### config.mk
export PLATFORM = sky130hd
export DESIGN_NAME = ls1u_dbus_bridge
export DESIGN_NICKNAME = d
export VERILOG_FILES = /design/src/rtl/ls1u_dbus_bridge.sv
export SDC_FILE = /design/constraint.sdc
export NUM_CORES = 1
export LEC_CHECK = 0
export ABC_AREA = 1
export CORE_MARGIN = 5
export CORE_UTILIZATION = 39
export CTS_CLUSTER_DIAMETER = 30
export DETAILED_ROUTE_END_ITERATION = 6
export HOLD_SLACK_MARGIN = 0.08
export PLACE_DENSITY = 0.81
export SYNTH_ARGS = -nofsm -noshare
export SYNTH_HDL_FRONTEND = slang
export SYNTH_SLANG_ARGS = --single-unit
### constraint.sdc
create_clock -name clk -period 3.3 [get_ports clk]
set_clock_uncertainty 0.15 [all_clocks]
set_input_delay 0.99 -clock clk [delete_from_list [all_inputs] [get_ports clk]]
set_output_delay 0.99 -clock clk [all_outputs]
set_load 0.03 [all_outputs]
### src/rtl/ls1u_dbus_bridge.sv
//------------------------------------------------------------------------------
// ls1u_dbus_bridge
//
// Bridges the LS1U CPU data port onto a simple request/acknowledge external
// bus. Loads stall the CPU until the read data has returned. Writes are
// posted: the CPU keeps running unless it issues another load or an MDR write
// while the write is still pending. A wait counter aborts any transfer that
// the slave does not acknowledge within TIMEOUT cycles.
//
// Parameters
//   TIMEOUT    bus wait cycles before a transfer is aborted (1..255)
//
// Ports
//   clk        single clock, rising edge
//   rst        asynchronous active-high reset
//   cpu_op     CPU instruction funct5 (bits [15:11]), not WAIT-gated
//   cpu_dst    CPU instruction write-back destination (bits [10:8])
//   daddr      CPU data address
//   ddata_o    CPU MDR contents (write data)
//   dwrite     one-cycle CPU write strobe
//   ddata_i    read data returned to the CPU
//   WAIT       combinational CPU stall request
//   bus_req    external transfer request
//   bus_we     1 = write, 0 = read
//   bus_addr   transfer address
//   bus_wdata  write data
//   bus_rdata  read data, valid with bus_ack
//   bus_ack    slave completion, only honoured while bus_req = 1
//   bus_err    one-cycle pulse on timeout abort
//------------------------------------------------------------------------------
module ls1u_dbus_bridge #(
   parameter int TIMEOUT = 255
) (
   input  logic        clk,
   input  logic        rst,
   input  logic [4:0]  cpu_op,
   input  logic [2:0]  cpu_dst,
   input  logic [23:0] daddr,
   input  logic [7:0]  ddata_o,
   input  logic        dwrite,
   output logic [7:0]  ddata_i,
   output logic        WAIT,
   output logic        bus_req,
   output logic        bus_we,
   output logic [23:0] bus_addr,
   output logic [7:0]  bus_wdata,
   input  logic [7:0]  bus_rdata,
   input  logic        bus_ack,
   output logic        bus_err
);

   typedef enum logic [1:0] {
      IDLE    = 2'd0,
      RD      = 2'd1,
      RD_DONE = 2'd2,
      WR      = 2'd3
   } state_t;

   // The counter value seen in the last permitted wait cycle.
   localparam logic [7:0] TIMEOUT_LAST = 8'(TIMEOUT - 1);

   state_t      state;
   state_t      next_state;
   logic [7:0]  rd_reg;
   logic [7:0]  wait_cnt;
   logic        is_load;
   logic        is_mdr_wr;
   logic        ack_valid;
   logic        timeout;

   assign is_load = (cpu_op == 5'h04);

   // Instructions that write the MDR back must not overwrite it while a
   // posted write still needs the old value on the bus.
   always_comb begin
      is_mdr_wr = 1'b0;
      if (cpu_dst == 3'h7) begin
         case (cpu_op)
            5'h02, 5'h04, 5'h05, 5'h06, 5'h07, 5'h0D, 5'h10,
            5'h12, 5'h14, 5'h16, 5'h18, 5'h1A, 5'h1C: is_mdr_wr = 1'b1;
            default:                                  is_mdr_wr = 1'b0;
         endcase
      end
   end

   // An acknowledge only counts while a request is outstanding; an ack in
   // the final wait cycle wins over the timeout.
   assign ack_valid = bus_ack & bus_req;
   assign timeout   = ~ack_valid & (wait_cnt == TIMEOUT_LAST);

   assign ddata_i = rd_reg;

   // State register.
   always_ff @(posedge clk or posedge rst) begin
      if (rst) begin
         state <= IDLE;
      end else begin
         state <= next_state;
      end
   end

   // Next-state logic: a write strobe takes priority over a load, and both
   // transfer states leave on either ack or timeout.
   always_comb begin
      next_state = state;
      case (state)
         IDLE: begin
            if (dwrite) begin
               next_state = WR;
            end else if (is_load) begin
               next_state = RD;
            end
         end
         RD: begin
            if (ack_valid || timeout) begin
               next_state = RD_DONE;
            end
         end
         RD_DONE: next_state = IDLE;
         WR: begin
            if (ack_valid || timeout) begin
               next_state = IDLE;
            end
         end
         default: next_state = IDLE;
      endcase
   end

   // CPU stall: a load stalls from issue until the data is back; a pending
   // write only stalls instructions that would need the bus or the MDR.
   // Reset forces the stall low since the state register is already IDLE.
   always_comb begin
      WAIT = 1'b0;
      case (state)
         IDLE:    WAIT = is_load;
         RD:      WAIT = 1'b1;
         WR:      WAIT = is_load | is_mdr_wr;
         default: WAIT = 1'b0;
      endcase
      if (rst) begin
         WAIT = 1'b0;
      end
   end

   // Bus datapath: request fields are captured when a transfer starts and
   // held unchanged until it completes; the counter runs only while waiting.
   always_ff @(posedge clk or posedge rst) begin
      if (rst) begin
         bus_req   <= 1'b0;
         bus_we    <= 1'b0;
         bus_addr  <= 24'h0;
         bus_wdata <= 8'h00;
         bus_err   <= 1'b0;
         rd_reg    <= 8'h00;
         wait_cnt  <= 8'h00;
      end else begin
         bus_err <= 1'b0;
         case (state)
            IDLE: begin
               if (dwrite) begin
                  bus_addr  <= daddr;
                  bus_wdata <= ddata_o;
                  bus_we    <= 1'b1;
                  bus_req   <= 1'b1;
                  wait_cnt  <= 8'h00;
               end else if (is_load) begin
                  bus_addr <= daddr;
                  bus_we   <= 1'b0;
                  bus_req  <= 1'b1;
                  wait_cnt <= 8'h00;
               end
            end
            RD: begin
               if (ack_valid) begin
                  rd_reg  <= bus_rdata;
                  bus_req <= 1'b0;
               end else if (timeout) begin
                  rd_reg  <= 8'hFF;
                  bus_req <= 1'b0;
                  bus_err <= 1'b1;
               end else begin
                  wait_cnt <= wait_cnt + 8'h01;
               end
            end
            WR: begin
               if (ack_valid) begin
                  bus_req <= 1'b0;
               end else if (timeout) begin
                  bus_req <= 1'b0;
                  bus_err <= 1'b1;
               end else begin
                  wait_cnt <= wait_cnt + 8'h01;
               end
            end
            default: begin
            end
         endcase
      end
   end

endmodule

Word level (Yosys, flattened, before mapping) --
Memory sizes are Yosys's and may differ from the RTL's. Cells that the tools add are included.
Word-level totals: memories 1, memory bits (read-only) 32, flip-flop bits (word level) 53
Operators by class: reductions and logical operators 12, equality and inequality tests 12, multiplexer cells 27, bitwise logic cells 4, add/subtract/negate cells 1
Memories:
- (name not given) | words 32, bits a word 1, rd ports 1, clocked after memory_dff 0, write ports 0, RTL line 78 | case (cpu_op)
Operator list (number):
- 24-bit two-way mux | 2
- 8-bit two-way mux | 6
- 8-bit one-hot mux with 2 select lines | 1
- 1-bit two-way mux | 11
- 8-bit by 1-bit adder with 8-bit output (second input constant) | 1
- 8-bit equality test (second input constant) | 1
- 2-bit two-way mux | 4
- 2-bit != test (second input constant) | 4
- 2-bit one-hot mux with 4 select lines | 1
- 2-bit AND reduction | 3
- 3-bit AND reduction | 2
- 2-bit nonzero test | 3
- 5-bit by 3-bit equality test with 1-bit output (second input constant) | 1
- 2-bit equality test (second input constant) | 2
- 4-bit AND reduction | 1
- 3-bit equality test (second input constant) | 1
- 3-bit by 1-bit != test with 1-bit output (second input constant) | 1
- 3-bit != test (second input constant) | 1
- 1-bit one-hot mux with 3 select lines | 1
- 1-bit bitwise AND | 2
- 2-bit by 1-bit equality test with 1-bit output (second input constant) | 1
- 2-bit zero test | 1
- 1-bit one-hot mux with 2 select lines | 1
- 2-bit OR reduction | 1
- 3 further kinds | 3

Depth between registers and ports, before layout --
Gate-level depths: netlist (run 1).
depth in word-level cells 6, depth in mapped cells 10, depth with buffers taken out 9

Least setup slack after synthesis (run 1) --
Ideal clock, no wire load.
kind input to output, start in rst, end out WAIT, slack -590 ps, path buffers 0, required time 2160 ps, stages on the path 3, data arrival time 2750 ps, path through inv_1 -> nand2_1 -> a21oi_1
On the way: word-level cells in the longest chain between the ends 1
Ends and longest elaborated chain:
- start, declared | RTL line 35 | input logic rst,
- 1-bit two-way mux | RTL line 140 | if (rst) begin
- end, declared | RTL line 42 | output logic WAIT,
No other way between the ends.

Worst setup path after layout (run 1) --
start in cpu_op[0], end out WAIT
On the way: word-level cells in the longest chain between the ends 5, elaborated cells between the ends (all ways) 6, classes of those cells eq/ne (1); mux (3); bitwise (1); memory (1)
Ends and longest elaborated chain:
- start, declared | RTL line 36 | input logic [4:0] cpu_op,
- memory 32 x 1 bit
- 1-bit two-way mux | RTL line 77 | if (cpu_dst == 3'h7) begin
- 1-bit bitwise OR | RTL line 137 | WR: WAIT = is_load | is_mdr_wr;
- 1-bit one-hot mux with 3 select lines * | RTL line 134 | case (state)
- 1-bit two-way mux * | RTL line 140
Every way passes the cells marked *; elsewhere a longest branch is shown, timed or not.

==> results of run 1 <==
[worst register-to-register path, stage by stage (launching register included)]
cell and delay, ns:
dfrtp_1 0.45, nor2_4 0.56, nand2_4 0.39, nand2_2 0.29, nand2_1 0.09, nand2_1 0.07
[layer usage]
metal | share of wire (%) | global-route usage (%)
met1 | 42 | 20.3
met2 | 50 | 26.9
met3 | 7.8 | 5.90
met4 | 0.30 | 2.44
met5 | 0 | 0
[cell families (layout without fill, tap and decap cells)]
family          count (synthesis)  in the layout  synth area share (%)
fa+ha+maj                       2              2                  1.01
mux                             8              8                  3.65
xor+xnor                        2              2                 0.710
compound gates                 15             15                  4.41
simple gates                  179            179                  32.5
buf+inv                        20            114                  4.00
flops                          53             53                  53.7
[path summary, 6_finish.rpt]
path / slack (ns) / cells past startpoint / end / startpoint
worst max-delay path: 0.11 / 6 / WAIT / cpu_op[0]
worst min-delay path: 0.33 / 2 / bus_addr[12]$_DFFE_PP0P_ / bus_addr[12]$_DFFE_PP0P_
worst max register to register: 1.26 / 5 / wait_cnt[2]$_DFFE_PP0P_ / state[0]$_DFFE_PP0P_
worst min register to register: 0.33 / 2 / bus_addr[12]$_DFFE_PP0P_ / bus_addr[12]$_DFFE_PP0P_
max in group asynchronous: 1.42 / 3 / bus_addr[15]$_DFFE_PP0P_ / rst
min in group asynchronous: 1.13 / 3 / bus_addr[19]$_DFFE_PP0P_ / rst
[report_power, final]
part / internal, mW / switching [mW] / total [mW]
combinational: 0.709 / 1.07 / 1.78
clock: 0.221 / 0.212 / 0.433
sequential: 0.929 / 0.178 / 1.11
total: 1.86 / 1.46 / 3.32
[cell type report]
class	count	area, um2	share of cell area (%)
flip-flops and latches	53	1330	36.9
clock inverters	2	35.0	0.975
inverters	10	41.3	1.15
repair buffers	97	978	27.2
well taps	77	96.3	2.68
multi-input cells	206	1050	29.1
clock buffers	5	68.8	1.92
[sequential cells by signal (all words and copies together), names as in the netlist]
name       cells
bus_addr      24
bus_err        1
bus_req        1
bus_wdata      8
bus_we         1
ddata_i        8
state          2
wait_cnt       8
[timing repair]
action	in CTS	in global routing
pin swaps	2	5
gates cloned	0	0
resized for setup	2	5
setup endpoints to repair	1	1
[layout by cell type, fill, tap and decap left out, drive strengths merged]
cell / count
a21oi: 3
mux2: 8
buf: 3
nand3: 42
clkbuf: 5
o21bai: 1
dlygate4sd2: 1
nand3b: 1
nand2: 107
nor3: 1
o21ai: 10
clkdlybuf4s50: 88
clkinvlp: 1
or2: 1
dlymetal6s2s: 5
bufinv: 1
clkinv: 1
dfrtp: 53
a31oi: 1
xor2: 2
inv: 9
nor2: 27
ha: 2
[cells in the mapped netlist]
cell type and n:
buf_4 1, nor3_1 1, inv_1 10, buf_2 4
ha_1 2, or2_2 1, nand2_1 94, o21ai_0 2
dfrtp_1 53, nor2_1 24, o21ai_2 8, buf_6 2
nor2_2 1, clkbuf_1 3, a31oi_1 1, nand3_1 42
nand2_2 9, nor2_4 2, a21oi_1 3, nand3b_1 1
o21bai_1 1, mux2_2 8, nand2_4 4, xor2_1 2
[stage by stage]
stage	cell area (um2)	setup slack [ns]
after floorplan	2480	0.0696
after global placement	3470	0.0773
after detailed placement	3470	-0.0124
after CTS	3580	0.0448
after global routing	3590	0.0244
final	3590	0.108
==> results.md, run 1 <==
* Port Buffers at 95
* Pwr Total at between 3 and 4 mW
* Cell variety after synth at 24
* Fin cells at 450
* Max-cap violations at 0
* Worst endpoint required time at between 2 and 2.5 ns
* Pleak at roughly 1.7 nW
* Clock latency on the worst-skew pair at ~0.30 ns
* CTS buffer count at 5
* Slew @ Worst Pin at 0.675 ns
* Final-stage net count at 427
* CP max-delay cell: clkdlybuf4s50_1
* Hold Violations, Final at 0
* Pwr dens at just over 900 nW/um2
* Longest Clk Path Bufs at 2
* Vert. Die Dim at roughly 90 um
* P&R area growth vs syn at 45.6%
* Overall routed net length at roughly 6300 um
* Crit-path cells: clkdlybuf4s50_1 -> o21ai_0 -> nand2_1 -> nand3b_1 -> a21oi_2 -> buf_6
* Seq/Total Area, Yosys at 53.7%
* Worst Setup Start Kind: primary input
* CTS sink count at 53
* Global-route wire length before repair at ~10000 um
* Core area at approximately 6200 um2
* Slowest stage delay, CP at between 0.5 and 0.6 ns
* Layout Utilization at between 50% and 60%
* Total die area at ~8000 um2
* Setup repair after global routing missed its margin: false
* Dpl cells at 443
* Starting Density at 39.6%
* Max-slew violations at 0
* CP delay by family, top: buffers and inverters
* CP arrival at around 2 ns
* Initial drt markers at ~120
* Clock Pin Slew Worst Setup and Hold Paths at 0.09 ns
* Post-detail-place hpwl at roughly 4400 um
* YS warnings at 0
* HP Class: flop to flop
* Hold Slack at about 0.33 ns
* Post-synth top area share at roughly 54%
* Crit. End Element: output port
* Synthesis-stage register bit count at 53
* Avg Cell Area, Syn at ~8.8 um2
* Remaining DRCs at 0
* Setup TNS at 0 ns
* Ant diodes at 0
* Synth Cell Area at around 2500 um2
* Synth Net Count at between 300 and 400
* Row cnt at 29
* Share of layout cells above drive strength 1 at 12.1%
* Total iterations of the first detailed-routing run at 4
* DR vias/cell at 4.77
* Largest net degree at the start of global routing at between 50 and 60
* GP Congestion at 0.735
* H-tree depth at 2
* Slew headroom at about 55%
* Post-Synthesis Cells at around 280
* Crit path time final at ~3.2 ns
* GRT Util Overall at between 15 and 20%
* Top-level port count at 96
* Fmax at approximately 310 MHz
* Per-cell routed wire length at about 14 um
* Crit-path max FO at 3
* Antenna-violating nets left at 0
* Vias in the first global route at 2202
* Buffers & Inverters on Critical Path at 2
* CTS Root Cell: clkbuf_8
* # hold bufs at CTS at 0
* DIE WIDTH at between 80 and 90 um
* Post-synth top area cell: dfrtp_1
* Crit Path Class: primary input to output port
* Total number of vias at between 2000 and 2500
* Remaining Overflow, GRT at 0
* Number of fill cells at 570
* Period utilization at between 90 and 100%
* Initial antenna violation count at 0
* Clock tree from TritonCTS: yes
* Endpoints failing setup at 0
* Status: finished, final reports clean
* Worst vdd ir at a little under 500 uV
* Synth top area cells: dfrtp_1 (54%), nand2_1 (14%), nand3_1 (8.5%)
* Total setup buffers inserted after CTS at 0
Note: power is estimated with default switching activity, not from simulation.
==> inputs of run 2 (changes only) <==
- CAP_MARGIN: not set -> 20
==> results of run 2 <==
Final layout, timing and power as in run 1 (identical DEF).
